[src/rtl/fetch_pkg.sv]
// Shared types and constants for the instruction-fetch stage.
package fetch_pkg;

  localparam int unsigned PC_W_DEFAULT   = 16;
  localparam int unsigned INST_W_DEFAULT = 32;

  localparam logic [31:0] NOP_INST = 32'h0000_0000;

  typedef enum logic {
    FS_BOOT = 1'b0,
    FS_RUN  = 1'b1
  } fetch_state_t;

  typedef struct packed {
    logic [INST_W_DEFAULT-1:0] inst;
    logic [PC_W_DEFAULT-1:0]   pc;
  } fetch_bundle_t;

endpackage

[src/rtl/fetch_stage_if.sv]
// Fetch-stage bus: instruction-memory read port plus the IF/ID boundary
// (stall/redirect from decode, instruction bundle to decode).
interface fetch_stage_if #(
  parameter int unsigned PC_W   = 16,
  parameter int unsigned INST_W = 32
);
  logic [PC_W-1:0]   imem_addr;
  logic              imem_rden;
  logic [INST_W-1:0] imem_q;
  logic              stall;
  logic              redirect_valid;
  logic [PC_W-1:0]   redirect_pc;
  logic [INST_W-1:0] if_inst;
  logic [PC_W-1:0]   if_pc;
  logic              if_valid;

  modport master (
    output imem_addr, imem_rden, if_inst, if_pc, if_valid,
    input  imem_q, stall, redirect_valid, redirect_pc
  );

  modport slave (
    input  imem_addr, imem_rden, if_inst, if_pc, if_valid,
    output imem_q, stall, redirect_valid, redirect_pc
  );
endinterface

[src/rtl/fetch_skid_buf.sv]
// One-entry holding register: parks a fetched word while decode is stalled.
module fetch_skid_buf
  import fetch_pkg::*;
#(
  parameter type T = fetch_bundle_t
) (
  input  logic clk,
  input  logic rst,
  input  logic load,
  input  logic drain,
  input  logic clear,
  input  T     din,
  output T     dout,
  output logic valid
);

  logic valid_q, valid_d;
  T     data_q, data_d;

  always_comb begin
    valid_d = valid_q;
    data_d  = data_q;
    if (clear) begin
      valid_d = 1'b0;
    end else if (load) begin
      valid_d = 1'b1;
      data_d  = din;
    end else if (drain) begin
      valid_d = 1'b0;
    end
  end

  always_ff @(posedge clk or negedge rst) begin
    if (!rst) valid_q <= 1'b0;
    else      valid_q <= valid_d;
  end

  // Payload is only meaningful while valid_q is set, so it carries no reset.
  always_ff @(posedge clk) begin
    data_q <= data_d;
  end

  assign dout  = data_q;
  assign valid = valid_q;

endmodule

[src/rtl/fetch_stage.sv]
// IF stage: PC ownership, synchronous imem reads, IF/ID register with skid.
// Optional macro FETCH_PERF_CNT_EN adds fetched/stall performance counters.
module fetch_stage
  import fetch_pkg::*;
#(
  parameter int unsigned     PC_W     = PC_W_DEFAULT,
  parameter int unsigned     INST_W   = INST_W_DEFAULT,
  parameter logic [PC_W-1:0] RESET_PC = '0,
  parameter logic [PC_W-1:0] PC_STEP  = PC_W'(1)
) (
  input logic           clk,
  input logic           rst,
  fetch_stage_if.master fif
`ifdef FETCH_PERF_CNT_EN
  ,
  output logic [31:0]   perf_fetched,
  output logic [31:0]   perf_stall_cycles
`endif
);

  typedef struct packed {
    logic [INST_W-1:0] inst;
    logic [PC_W-1:0]   pc;
  } bundle_t;

  fetch_state_t state_q, state_d;

  logic [PC_W-1:0]   pc_q, pc_d;
  logic [PC_W-1:0]   req_pc_q, req_pc_d;
  logic              pend_q, pend_d;
  logic [INST_W-1:0] out_inst_q, out_inst_d;
  logic [PC_W-1:0]   out_pc_q, out_pc_d;
  logic              out_valid_q, out_valid_d;

  logic    issue;
  logic    skid_valid, skid_load, skid_drain, skid_clear;
  bundle_t skid_din, skid_dout;

  // State register
  always_ff @(posedge clk or negedge rst) begin
    if (!rst) state_q <= FS_BOOT;
    else      state_q <= state_d;
  end

  // Next state: one boot cycle, then run until reset
  always_comb begin
    state_d = state_q;
    unique case (state_q)
      FS_BOOT: state_d = FS_RUN;
      FS_RUN:  state_d = FS_RUN;
    endcase
  end

  // FSM outputs: a read is only issued when its result can be absorbed
  always_comb begin
    issue = (state_q == FS_RUN) && !fif.stall && !fif.redirect_valid && !skid_valid;
  end

  assign skid_clear = fif.redirect_valid;
  assign skid_load  = !fif.redirect_valid && fif.stall && pend_q;
  assign skid_drain = !fif.redirect_valid && !fif.stall && skid_valid;
  assign skid_din   = '{inst: fif.imem_q, pc: req_pc_q};

  fetch_skid_buf #(.T(bundle_t)) u_skid (
    .clk   (clk),
    .rst   (rst),
    .load  (skid_load),
    .drain (skid_drain),
    .clear (skid_clear),
    .din   (skid_din),
    .dout  (skid_dout),
    .valid (skid_valid)
  );

  always_comb begin
    pc_d        = pc_q;
    req_pc_d    = req_pc_q;
    pend_d      = issue;
    out_inst_d  = out_inst_q;
    out_pc_d    = out_pc_q;
    out_valid_d = out_valid_q;

    if (fif.redirect_valid) begin
      pc_d        = fif.redirect_pc;
      out_valid_d = 1'b0;
    end else begin
      if (issue) begin
        req_pc_d = pc_q;
        pc_d     = pc_q + PC_STEP;
      end
      if (!fif.stall) begin
        if (skid_valid) begin
          out_inst_d  = skid_dout.inst;
          out_pc_d    = skid_dout.pc;
          out_valid_d = 1'b1;
        end else if (pend_q) begin
          out_inst_d  = fif.imem_q;
          out_pc_d    = req_pc_q;
          out_valid_d = 1'b1;
        end else begin
          out_valid_d = 1'b0;
        end
      end
    end
  end

  always_ff @(posedge clk or negedge rst) begin
    if (!rst) begin
      pc_q        <= RESET_PC;
      req_pc_q    <= '0;
      pend_q      <= 1'b0;
      out_inst_q  <= INST_W'(NOP_INST);
      out_pc_q    <= '0;
      out_valid_q <= 1'b0;
    end else begin
      pc_q        <= pc_d;
      req_pc_q    <= req_pc_d;
      pend_q      <= pend_d;
      out_inst_q  <= out_inst_d;
      out_pc_q    <= out_pc_d;
      out_valid_q <= out_valid_d;
    end
  end

  assign fif.imem_addr = pc_q;
  assign fif.imem_rden = issue;
  assign fif.if_inst   = out_inst_q;
  assign fif.if_pc     = out_pc_q;
  assign fif.if_valid  = out_valid_q;

`ifdef FETCH_PERF_CNT_EN
  logic [31:0] fetched_q, fetched_d;
  logic [31:0] stall_cyc_q, stall_cyc_d;

  always_comb begin
    fetched_d   = fetched_q;
    stall_cyc_d = stall_cyc_q;
    if (out_valid_q && !fif.stall)              fetched_d   = fetched_q + 32'd1;
    if (fif.stall && (state_q == FS_RUN))       stall_cyc_d = stall_cyc_q + 32'd1;
  end

  always_ff @(posedge clk or negedge rst) begin
    if (!rst) begin
      fetched_q   <= '0;
      stall_cyc_q <= '0;
    end else begin
      fetched_q   <= fetched_d;
      stall_cyc_q <= stall_cyc_d;
    end
  end

  assign perf_fetched      = fetched_q;
  assign perf_stall_cycles = stall_cyc_q;
`endif

endmodule

[src/flat_wrapper.sv]
// flat-port wrapper written by rule: the top's interface ports become plain ports
module fetch_stage_flat import fetch_pkg::*;
#(
  parameter int unsigned     PC_W     = PC_W_DEFAULT,
  parameter int unsigned     INST_W   = INST_W_DEFAULT,
  parameter logic [PC_W-1:0] RESET_PC = '0,
  parameter logic [PC_W-1:0] PC_STEP  = PC_W'(1)
)
  (clk, rst, fif_imem_addr, fif_imem_rden, fif_if_inst, fif_if_pc, fif_if_valid, fif_imem_q, fif_stall, fif_redirect_valid, fif_redirect_pc);
  fetch_stage_if #(.PC_W(PC_W), .INST_W(INST_W)) fif_i ();
  input logic clk;
  input logic rst;
  output wire logic [$bits(fif_i.imem_addr)-1:0] fif_imem_addr;
  output wire logic [$bits(fif_i.imem_rden)-1:0] fif_imem_rden;
  output wire logic [$bits(fif_i.if_inst)-1:0] fif_if_inst;
  output wire logic [$bits(fif_i.if_pc)-1:0] fif_if_pc;
  output wire logic [$bits(fif_i.if_valid)-1:0] fif_if_valid;
  input wire logic [$bits(fif_i.imem_q)-1:0] fif_imem_q;
  input wire logic [$bits(fif_i.stall)-1:0] fif_stall;
  input wire logic [$bits(fif_i.redirect_valid)-1:0] fif_redirect_valid;
  input wire logic [$bits(fif_i.redirect_pc)-1:0] fif_redirect_pc;
  assign fif_imem_addr = fif_i.imem_addr;
  assign fif_imem_rden = fif_i.imem_rden;
  assign fif_if_inst = fif_i.if_inst;
  assign fif_if_pc = fif_i.if_pc;
  assign fif_if_valid = fif_i.if_valid;
  assign fif_i.imem_q = fif_imem_q;
  assign fif_i.stall = fif_stall;
  assign fif_i.redirect_valid = fif_redirect_valid;
  assign fif_i.redirect_pc = fif_redirect_pc;
  fetch_stage #(.PC_W(PC_W), .INST_W(INST_W), .RESET_PC(RESET_PC), .PC_STEP(PC_STEP)) u_core (.clk(clk), .rst(rst), .fif(fif_i));
endmodule
[config.mk]
export PLATFORM = sky130hd
export DESIGN_NAME = fetch_stage_flat
export DESIGN_NICKNAME = d
export VERILOG_FILES = /design/src/rtl/fetch_pkg.sv /design/src/rtl/fetch_stage_if.sv /design/src/rtl/fetch_skid_buf.sv /design/src/rtl/fetch_stage.sv /design/src/flat_wrapper.sv
export SDC_FILE = /design/constraint.sdc
export NUM_CORES = 1
export LEC_CHECK = 0
export CORE_ASPECT_RATIO = 1.5
export CORE_UTILIZATION = 56
export CTS_BUF_LIST = sky130_fd_sc_hd__clkbuf_8
export DETAILED_ROUTE_END_ITERATION = 8
export MAX_ROUTING_LAYER = met4
export PLACE_DENSITY = 0.87
export SLEW_MARGIN = 20
export SYNTH_ARGS = -nofsm -noshare
export SYNTH_HDL_FRONTEND = slang
export SYNTH_SLANG_ARGS = --single-unit
[constraint.sdc]
create_clock -name clk -period 3.2 [get_ports clk]
set_input_delay 0.48 -clock clk [delete_from_list [all_inputs] [get_ports clk]]
set_output_delay 0.48 -clock clk [all_outputs]
set_load 0.03 [all_outputs]
==> summary.txt, run 1 <==
Outcome
  – Outcome: complete, no violations

Setup path
  – CP Class: in -> out
  – Worst EP arrival: 2.26 ns
  – Worst setup EP type: output pin
  – Cell Chain, Critical Path: clkdlybuf4s50_1, or4b_1, clkinv_1, clkdlybuf4s50_1
  – Worst EP required: 2.72 ns
  – Worst R2R Path Depth: 4
  – CP max stage cell: clkdlybuf4s50_1
  – Critical Path Most Common Cell: clkdlybuf4s50_1
  – Critical Path Fanout Max: 7
  – Worst R2R Setup Slack: 1.05 ns
  – Reg2Reg Capture Point: u_core.fif.imem_addr[7]$_DFFE_PN0P_
  – Critical path's largest stage delay: roughly 0.66 ns
  – R2r startpoint: u_core.u_skid.valid$_DFFE_PN0P_
  – CP startpoint: fif_stall
  – Top Family by Delay on Critical Path: buffers and inverters
  – CP startpoint kind: input port
  – CP Depth: 4
  – Worst Path Buf+Inv: 3
  – CP endpoint: fif_imem_rden

Synthesis
  – Synth area leader: dfrtp_1
  – Post-synth top cells: nand2_1, dfrtp_1, o21ai_0
  – Seq cells post-synth: about 130
  – Post-synthesis async set-or-reset flop share: 0.636
  – Syn_area_per_cell: roughly 12 µm²
  – Area share of the largest cell type after synthesis: 0.396
  – Synth top area cells: dfrtp_1, edfxtp_1, mux2i_1, nand2_1, o21ai_0
  – Count leader, synth: nand2_1
  – Post-Synthesis Cells: 440
  – Yosys warns: 0
  – Seq/Total Area, Yosys: 0.667
  – Syn nets: about 490
  – Post-synth EDFFs: 48
  – Netlist cell types: 38
  – Post-Syn Area: about 5300 µm²
  – Ys flop type: dfrtp_1

Global route
  – Vias in the first global route: about 3900
  – Grt ovf: 0
  – Gr usage total: 0.257
  – First-pass GRT wire length: 18.4 mm
  – Largest net degree at the start of global routing: between 80 and 90
  – Initial antenna violation count: 0

Pwr
  – Switching part of the total: 0.294
  – PD cells: between 600 and 700 nW/µm²
  – Clock Power Share: 0.326
  – Int Pwr: between 3 and 4 mW
  – Switching pwr: 1.40 mW
  – Worst ir drop on vdd: approximately 0.00043 V
  – Gate power share: 0.225
  – Reg power frac: 0.449
  – Lkg Pwr: about 2.8 nW

Die
  – Core area: between 9000 and 10000 µm²
  – Initial core utilization: 0.574
  – Die width: approximately 80 µm
  – Die Ht: approximately 120 µm
  – Io pins: approximately 120
  – Rows: 43
  – Die Area: around 9900 µm²

Drt
  – Residual DRC count: 0
  – DR vias: about 3800
  – Vias/cell: between 5 and 6
  – Post-DR wirelength/cell: around 16 µm
  – DR iter-0 viols: 253
  – First-pass detailed-route iteration total: 4
  – Post-route ant nets: 0
  – Final WL: 11.2 mm

Timing
  – Endpoints failing setup: 0
  – Worst-Margin Slew: approximately 0.85 ns
  – Fmax: about 370 MHz
  – Fin Hold WS: 0.106 ns
  – Unrepaired setup endpoints after global routing: no
  – Final worst path period share: 0.856
  – Worst Clk Skew: 0.0129 ns
  – Post-layout minimum cycle time: approximately 2.7 ns
  – Fin. max-slew vios: 0
  – Max-slew headroom: 0.436
  – Setup TNS: 0 ns
  – Hold violation total from the final report: 0

Finish
  – Area growth from synthesis to layout: 32.3%
  – Share of post-route cells with drive strength above 1: 0.0808
  – Antenna fix cells: 0
  – Nets: around 610

Clock network
  – H-tree Lvls: 4
  – Buffers inserted by post-CTS timing repair: 0
  – CTS Hold Bufs: 0
  – Root buffer cell: clkbuf_8
  – Clock sink total: between 100 and 150
  – Clock Latency Late Sink: between 0.4 and 0.5 ns
  – TritonCTS clock tree: yes
  – Clk pin slew, worst setup/hold paths: around 0.07 ns
  – TritonCTS Buffers: 17
  – Clock buffer depth: 2
  – CTS resizes: 0

Min path
  – Min-delay worst type: in -> async

Place
  – Hpwl dp: around 7.4 mm
  – GP Congestion: about 0.92
  – # port buffers: roughly 120

Job
  – Max-Cap Viols: 0
area by class of cell:
type                            instances  area [µm²]
Sequential cell                       132        3540
Fill cell                             609        2230
Multi-Input combinational cell        278        1640
Timing Repair Buffer                  124        1240
Clock buffer                           17         234
Clock inverter                         15         214
Tap cell                              112         140
Inverter                                3        11.3
power by group through the flow:
| stage | logic, mW | clock network, mW | registers (mW) |
|---|---|---|---|
| finish | 1.07 | 1.55 | 2.14 |
| global route | 1.16 | 1.66 | 2.16 |
| CTS | 1.08 | 1.58 | 2.14 |
| detailed placement | 1.07 | 0 | 2.17 |
| global placement | 1.05 | 0 | 2.16 |
| floorplan | 0.227 | 0 | 2.48 |
through the flow:
stage	instance area, µm²	instances	util	power, mW	setup slack [ns]
3_5_place_dp	6570	649	0.710	3.24	0.463
6_report	7020	681	0.759	4.76	0.460
5_1_grt	7020	681	0.759	4.98	0.391
4_1_cts	7020	681	0.759	4.80	0.464
2_1_floorplan	5310	440	-	2.71	0.631
3_3_place_gp	6570	649	0.710	3.20	0.496
sequential cells by signal (all words and copies together) (netlist names):
| name | flops |
|---|---|
| u_core.u_skid.dout | 48 |
| u_core.fif.if_inst | 32 |
| u_core.fif.if_pc | 16 |
| u_core.fif.imem_addr | 16 |
| u_core.req_pc_q | 16 |
| u_core.fif.if_valid | 1 |
| u_core.pend_q | 1 |
| u_core.state_q | 1 |
| u_core.u_skid.valid | 1 |
cells in the final DEF (no fill, tap or decap), types with 2 or more instances in the layout:
cell type / Yosys / layout
nor4_1: 3 / 3
nand4_1: 6 / 6
nor2_1: 2 / 2
clkinv_2: 0 / 4
xnor2_1: 3 / 3
nand2_1: 115 / 115
o311ai_0: 6 / 6
and3_1: 4 / 3
o211ai_1: 5 / 5
nand3_1: 7 / 7
xor2_1: 3 / 3
and4_1: 2 / 2
edfxtp_1: 48 / 48
clkdlybuf4s50_1: 0 / 116
clkbuf_8: 0 / 17
clkinvlp_4: 0 / 3
buf_4: 0 / 6
bufinv_16: 0 / 5
nor3b_1: 2 / 2
dfrtp_1: 84 / 83
o21ai_0: 54 / 54
inv_1: 2 / 3
or4_1: 2 / 2
mux2i_1: 48 / 48
worst min-delay path by stage:
stage,to,slack (ns),depth (start not counted)
2_1_floorplan,u_core.fif.if_inst[0]$_DFFE_PN0P_,0.18,0
3_3_place_gp,u_core.u_skid.dout[1]$_DFFE_PP_,0.46,0
3_5_place_dp,u_core.u_skid.dout[11]$_DFFE_PP_,0.47,0
4_1_cts,u_core.fif.if_pc[7]$_DFFE_PN0P_,0.27,1
5_1_grt,u_core.fif.if_inst[9]$_DFFE_PN0P_,0.14,1
6_report,u_core.fif.if_inst[10]$_DFFE_PN0P_,0.11,1
metal layers:
metal  global-route usage  part of all wire  up-vias
li1                     -                 -     1796
met1                0.306              0.42     1822
met2                0.416              0.50      145
met3               0.0707             0.059       23
met4               0.0893             0.019        0
met5                    -                 0        -
cell families (layout without fill, tap and decap cells):
logic type | count (synthesis) | in the layout | synth area share
AO/OA/AOI/OAI | 72 | 72 | 0.0804
multiplexers | 49 | 49 | 0.0926
buffers and inverters | 30 | 159 | 0.0240
other | 1 | 1 | 0.000706
XOR/XNOR | 6 | 6 | 0.00990
adder cells (fa/ha/maj) | 1 | 1 | 0.00236
flip-flops | 132 | 132 | 0.667
AND/OR/NAND/NOR | 149 | 149 | 0.123
No activity file was read; power rests on OpenSTA's default activity.
==> run 2: changes to the inputs <==
--- a/config.mk
+++ b/config.mk
@@ -6,11 +6,10 @@
 export NUM_CORES = 1
 export LEC_CHECK = 0
 export CORE_ASPECT_RATIO = 1.5
-export CORE_UTILIZATION = 56
+export CORE_UTILIZATION = 35
 export CTS_BUF_LIST = sky130_fd_sc_hd__clkbuf_8
 export DETAILED_ROUTE_END_ITERATION = 8
 export MAX_ROUTING_LAYER = met4
-export PLACE_DENSITY = 0.87
 export SLEW_MARGIN = 20
 export SYNTH_ARGS = -nofsm -noshare
 export SYNTH_HDL_FRONTEND = slang
==> summary.txt, run 2 (synthesized netlist as in run 1, its figures left out) <==
Outcome
  – Outcome: complete, no violations

Min path
  – Min-delay worst type: in -> async

Global route
  – Gr usage total: 0.175 (-0.0827)
  – GR Layer Usage met3: 0.0485 (-0.0222)
  – Largest net degree at the start of global routing: 96 (+13%)
  – First-pass GRT wire length: 20.1 mm (+9.3%)
  – Vias in the first global route: 3813 (-1.3%)
  – GR peak layer: met2
  – Grt ovf: 0 (unchanged)
  – Met1 usage: 0.202 (-0.104)
  – Initial antenna violation count: 1 (+1)
  – Met2 usage: 0.289 (-0.127)

Timing
  – Unrepaired setup endpoints after global routing: no
  – Fmax: 368 MHz (+0.91%)
  – Worst-Margin Slew: 0.858 ns (+0.0125 ns)
  – Worst Clk Skew: 0.00921 ns (-0.00371 ns)
  – Max-slew headroom: 0.428 (-0.00832)
  – Fin. max-slew vios: 0 (unchanged)
  – Final worst path period share: 0.848 (-0.00770)
  – Post-layout minimum cycle time: 2.71 ns (-0.0246 ns)
  – Hold violation total from the final report: 0 (unchanged)
  – Setup TNS: 0 ns (unchanged)
  – Endpoints failing setup: 0 (unchanged)

Place
  – GP Congestion: 0.882 (-3.7%)
  – Placed Cells: 735 (+13%)
  – # port buffers: 117 (unchanged)
  – Hpwl dp: 8.19 mm (+11%)

Finish
  – Max reg flops: 48 (unchanged)
  – Area of the multi-input gates: 1640 µm² (unchanged)
  – # fillers: 1335 (+120%)
  – Area growth from synthesis to layout: 34.3%
  – Commonest non-fill, non-tap cell in the layout: clkdlybuf4s50_1
  – Nets: 611 (+0.33%)
  – Fin cells: 768 (+13%)
  – Share of post-route cells with drive strength above 1: 0.0841 (+0.00322)
  – FF+latch area: 3540 µm² (unchanged)
  – Highest-count cells in the layout ignoring fill and taps: clkdlybuf4s50_1, nand2_1, dfrtp_1

Setup path
  – Critical path's largest stage delay: 0.66 ns (about the same)
  – Critical Path Fanout Max: 7 (unchanged)
  – CP max stage cell: clkdlybuf4s50_1
  – Cell Chain, Critical Path: clkdlybuf4s50_1, or4b_1, clkinv_1, clkdlybuf4s50_1
  – Critical Path Most Common Cell: clkdlybuf4s50_1
  – Worst Path Buf+Inv: 3 (unchanged)
  – CP startpoint kind: input port
  – CP Class: in -> out
  – Worst EP required: 2.72 ns (about the same)
  – Top Family by Delay on Critical Path: buffers and inverters
  – Worst setup EP type: output pin
  – Worst EP arrival: 2.23 ns (-0.03 ns)

Clock network
  – CTS resizes: 0 (unchanged)
  – Root buffer cell: clkbuf_8
  – Clk pin slew, worst setup/hold paths: 0.08 ns (about the same)
  – H-tree Lvls: 4 (unchanged)
  – TritonCTS Buffers: 17 (unchanged)
  – Clock sink total: 132 (unchanged)
  – CTS Hold Bufs: 0 (unchanged)
  – Clock buffer depth: 2 (unchanged)
  – TritonCTS clock tree: yes
  – Clock Latency Late Sink: 0.43 ns (about the same)
  – Buffers inserted by post-CTS timing repair: 0 (unchanged)

Pwr
  – PD cells: 664 nW/µm² (-1.9%)
  – Switching part of the total: 0.305 (+0.0111)
  – Int Pwr: 3.29 mW (-1.9%)
  – Worst ir drop on vdd: 0.000316 V (-27%)
  – Lkg Pwr: 2.78 nW (about the same)
  – Reg power frac: 0.452 (+0.003)
  – Clock Power Share: 0.322 (-0.004)
  – Gate power share: 0.226 (about the same)
  – Switching pwr: 1.45 mW (+3.4%)

Die
  – Core area: 14700 µm² (+58%)
  – Initial core utilization: 0.362 (-0.212)
  – Io pins: 118 (unchanged)
  – Die width: 103 µm (+26%)
  – Rows: 54 (+26%)
  – Die Area: 15700 µm² (+59%)
  – Die Ht: 153 µm (+26%)

Drt
  – DR iter-0 viols: 135 (-47%)
  – Final WL: 12.3 mm (+10%)
  – Post-DR wirelength/cell: 16.0 µm (-2.5%)
  – DR vias: 3718 (-1.8%)
  – Post-route ant nets: 0 (unchanged)
  – Vias/cell: 4.84 (-13%)
  – First-pass detailed-route iteration total: 4 (unchanged)
  – Residual DRC count: 0 (unchanged)

Job
  – Max-Cap Viols: 0 (unchanged)
## run 2: cell types whose count changed in the layout (fill, tap and decap cells not counted), sizes merged
cell,delta
diode,+1
bufinv,-1
buf,+2
clkinv,-2
inv,+3
## run 2: metal layers
| layer | share of wire | vias to the layer above | routed length (µm) |
|---|---|---|---|
| met5 | 0 | - | 0 |
| met4 | 0.013 | 0 | 164 |
| met3 | 0.052 | 10 | 643 |
| met2 | 0.52 | 102 | 6450 |
| met1 | 0.41 | 1811 | 5070 |
| li1 | - | 1795 | - |
## run 2: power groups by stage
stage / Sequential, mW / Clock [mW] / Combinational (mW)
floorplan: 2.48 / 0 / 0.227
global placement: 2.16 / 0 / 1.07
detailed placement: 2.18 / 0 / 1.08
CTS: 2.14 / 1.58 / 1.09
global route: 2.17 / 1.64 / 1.16
finish: 2.14 / 1.53 / 1.07
## run 2: through the flow
| stage | total power [mW] | util | hold slack, ns | cell area [µm²] | worst slack [ns] |
|---|---|---|---|---|---|
| after floorplan | 2.71 | - | 0.184 | 5310 | 0.631 |
| after global placement | 3.24 | 0.456 | 0.460 | 6690 | 0.496 |
| after detailed placement | 3.26 | 0.456 | 0.459 | 6690 | 0.489 |
| after CTS | 4.81 | 0.486 | 0.0429 | 7130 | 0.480 |
| after global routing | 4.97 | 0.486 | 0.0587 | 7130 | 0.436 |
| final | 4.74 | 0.486 | 0.0391 | 7130 | 0.485 |
## run 2: worst register-to-register path: cells and delay by family (launching register included)
family,cells,cell delay (ns)
AND/OR/NAND/NOR,2,1.11
flip-flops,1,0.43
buffers and inverters,1,0.26
AO/OA/AOI/OAI,1,0.23
## run 2: area by class of cell
class                           instances  share of cell area
Antenna cell                            1            0.000351
Clock buffer                           17              0.0328
Clock inverter                         15              0.0286
Inverter                                3             0.00158
Multi-Input combinational cell        278               0.230
Sequential cell                       132               0.497
Tap cell                              196              0.0344
Timing Repair Buffer                  126               0.175
## run 2: final timing paths
| check | start | endpoint | slack, ns | cells past startpoint |
|---|---|---|---|---|
| max | fif_stall | fif_imem_rden | 0.49 | 4 |
| min | rst | u_core.fif.imem_addr[0]$_DFFE_PN0P_ | 0.04 | 1 |
| max reg2reg | u_core.u_skid.valid$_DFFE_PN0P_ | u_core.fif.imem_addr[7]$_DFFE_PN0P_ | 1.07 | 4 |
| min reg2reg | u_core.req_pc_q[1]$_DFFE_PN0P_ | u_core.u_skid.dout[1]$_DFFE_PP_ | 0.47 | 0 |
| max in group asynchronous | rst | u_core.fif.if_inst[27]$_DFFE_PN0P_ | 2.40 | 2 |
| min in group clk | u_core.req_pc_q[1]$_DFFE_PN0P_ | u_core.u_skid.dout[1]$_DFFE_PP_ | 0.47 | 0 |
==> run 3: changes to the inputs <==
==> constraint.sdc (replaced) <==
create_clock -name clk -period 2.4 [get_ports clk]
set_input_delay 0.36 -clock clk [delete_from_list [all_inputs] [get_ports clk]]
set_output_delay 0.36 -clock clk [all_outputs]
set_load 0.03 [all_outputs]
==> summary.txt, run 3 (synthesized netlist as in run 1, its figures left out) <==
Setup path
  – Worst EP required: 2.04 ns (-0.68 ns)
  – CP Class: reg -> out
  – Worst EP arrival: 1.93 ns (-0.30 ns)
  – Worst R2R Path Depth: 4 (unchanged)
  – Critical Path Fanout Max: 28 (+21)
  – R2r startpoint: u_core.u_skid.valid$_DFFE_PN0P_
  – Reg2Reg Capture Point: u_core.fif.imem_addr[13]$_DFFE_PN0P_
  – Worst setup EP type: output pin
  – Worst R2R Setup Slack: 0.42 ns (-0.65 ns)
  – CP startpoint kind: flip-flop

Clock network
  – Clock buffer depth: 2 (unchanged)
  – Clk pin slew, worst setup/hold paths: 0.09 ns (about the same)
  – Root buffer cell: clkbuf_8
  – Clock sink total: 132 (unchanged)
  – TritonCTS Buffers: 17 (unchanged)
  – TritonCTS clock tree: yes
  – H-tree Lvls: 4 (unchanged)
  – Clock Latency Late Sink: 0.43 ns (about the same)

Place
  – Hpwl dp: 7.89 mm (-3.7%)
  – Placed Cells: 738 (+0.41%)
  – GP Congestion: 0.843 (-4.3%)
  – Cell area after placement: 6750 µm² (+0.90%)
  – # port buffers: 117 (unchanged)

Job
  – Max-Cap Viols: 0 (unchanged)

Drt
  – Vias/cell: 4.84 (about the same)
  – First-pass detailed-route iteration total: 4 (unchanged)
  – DR iter-0 viols: 140 (+3.7%)
  – DR vias: 3734 (+0.43%)
  – Post-DR wirelength/cell: 15.8 µm (-1.4%)
  – Final WL: 12.2 mm (-1.0%)
  – Residual DRC count: 0 (unchanged)
  – Post-route ant nets: 0 (unchanged)

Timing
  – Fin. max-slew vios: 0 (unchanged)
  – Fmax: roughly 440 MHz
  – Max-slew headroom: 0.405 (-0.0228)
  – Hold violation total from the final report: 0 (unchanged)
  – Post-layout minimum cycle time: ~2.3 ns
  – Unrepaired setup endpoints after global routing: no
  – Setup TNS: 0 ns (unchanged)
  – Endpoints failing setup: 0 (unchanged)
  – Worst Clk Skew: 0.0126 ns (+0.00339 ns)
  – Worst-Margin Slew: 0.892 ns (+0.0343 ns)
  – Final worst path period share: 0.953

Global route
  – Grt ovf: 0 (unchanged)
  – Vias in the first global route: 3880 (+1.8%)
  – Initial antenna violation count: 0 (-1)
  – First-pass GRT wire length: 19.8 mm (-1.6%)
  – Largest net degree at the start of global routing: 98 (+2.1%)
  – Gr usage total: 0.172 (-0.00248)

Finish
  – Fin cells: 771 (+0.39%)
  – Max reg flops: 48 (unchanged)
  – Antenna fix cells: 0 (-1)
  – Share of post-route cells with drive strength above 1: 0.0922 (+0.00811)
  – Area growth from synthesis to layout: 34.7%
  – Cell area after layout: 7150 µm² (+0.26%)
  – Highest-count cells in the layout ignoring fill and taps: nand2_1, clkdlybuf4s50_1, dfrtp_1
  – # fillers: 1352 (+1.3%)
  – Nets: 615 (+0.65%)

Pwr
  – Lkg Pwr: 2.79 nW (+0.50%)
  – PD cells: 853 nW/µm² (+28%)
  – Power Total: 6.10 mW (+29%)
  – Worst ir drop on vdd: 0.000340 V (+7.4%)

Die
  – Die Ht: 153 µm (unchanged)
  – Die Area: 15700 µm² (unchanged)
  – Rows: 54 (unchanged)
  – Core area: 14700 µm² (unchanged)
  – Die width: 103 µm (unchanged)
  – Io pins: 118 (unchanged)
  – Initial core utilization: 0.362 (unchanged)

Outcome
  – Outcome: complete, no violations

Min path
  – Min-delay worst type: in -> async
-- run 3: changes by cell type in the layout (fill, tap and decap cells not counted), moves of 2 or more --
cell / previous run / this run
inv_6: 4 / 6
clkinv_4: 2 / 5
bufinv_16: 4 / 1
buf_12: 1 / 4
-- run 3: area by class of cell --
| type | count | area (µm²) | share of cell area |
|---|---|---|---|
| timing repair buffer | 130 | 1320 | 0.184 |
| clock inverter | 14 | 141 | 0.0198 |
| clock buffer | 18 | 248 | 0.0346 |
| sequential | 132 | 3550 | 0.496 |
| multi-input combinational | 278 | 1640 | 0.230 |
| tap | 196 | 245 | 0.0343 |
| inverter | 3 | 11.3 | 0.00157 |
-- run 3: critical path, cell delays in order (launching register included) --
cell	delay, ns
dfrtp_4	0.50
or4b_1	0.57
buf_12	0.20
clkinv_1	0.07
buf_4	0.15
-- run 3: power by group --
group	switching [mW]	internal (mW)	leakage, nW
Sequential	0.197	2.64	1.50
Combinational	0.829	0.622	1.11
Clock	0.944	0.873	0.192
Total	1.97	4.13	2.79
-- run 3: stage by stage --
stage / util / hold slack [ns] / setup WS [ns]
final: 0.488 / 0.477 / 0.112
after global routing: 0.488 / 0.445 / 0.0393
after CTS: 0.488 / 0.458 / 0.0753
after detailed placement: 0.460 / 0.445 / 0.109
after global placement: 0.460 / 0.441 / 0.119
after floorplan: - / 0.0644 / 0.461
-- run 3: per-layer routing --
layer | vias to the layer above | part of all wire | global-route usage
li1 | 1804 | - | -
met1 | 1799 | 0.43 | 0.205
met2 | 113 | 0.50 | 0.269
met3 | 18 | 0.049 | 0.0462
met4 | 0 | 0.020 | 0.0782
met5 | - | 0 | -
-- run 3: what timing repair did --
action	in CTS	in global routing
buffers inserted	0	0
hold buffers	1	0
endpoints found under the setup margin	0	0
hold endpoints to repair	84	0
gates resized for setup	0	0
-- run 3: how the worst max path moves through the flow --
stage,from,endpoint,slack [ns]
after CTS,u_core.u_skid.valid$_DFFE_PN0P_,fif_imem_rden,0.08
after global placement,fif_redirect_valid,u_core.fif.imem_addr[7]$_DFFE_PN0P_,0.12
after detailed placement,fif_redirect_valid,u_core.fif.imem_addr[7]$_DFFE_PN0P_,0.11
final,u_core.u_skid.valid$_DFFE_PN0P_,fif_imem_rden,0.11
after floorplan,fif_redirect_valid,u_core.u_skid.dout[0]$_DFFE_PP_,0.46
after global routing,u_core.u_skid.valid$_DFFE_PN0P_,fif_imem_rden,0.04
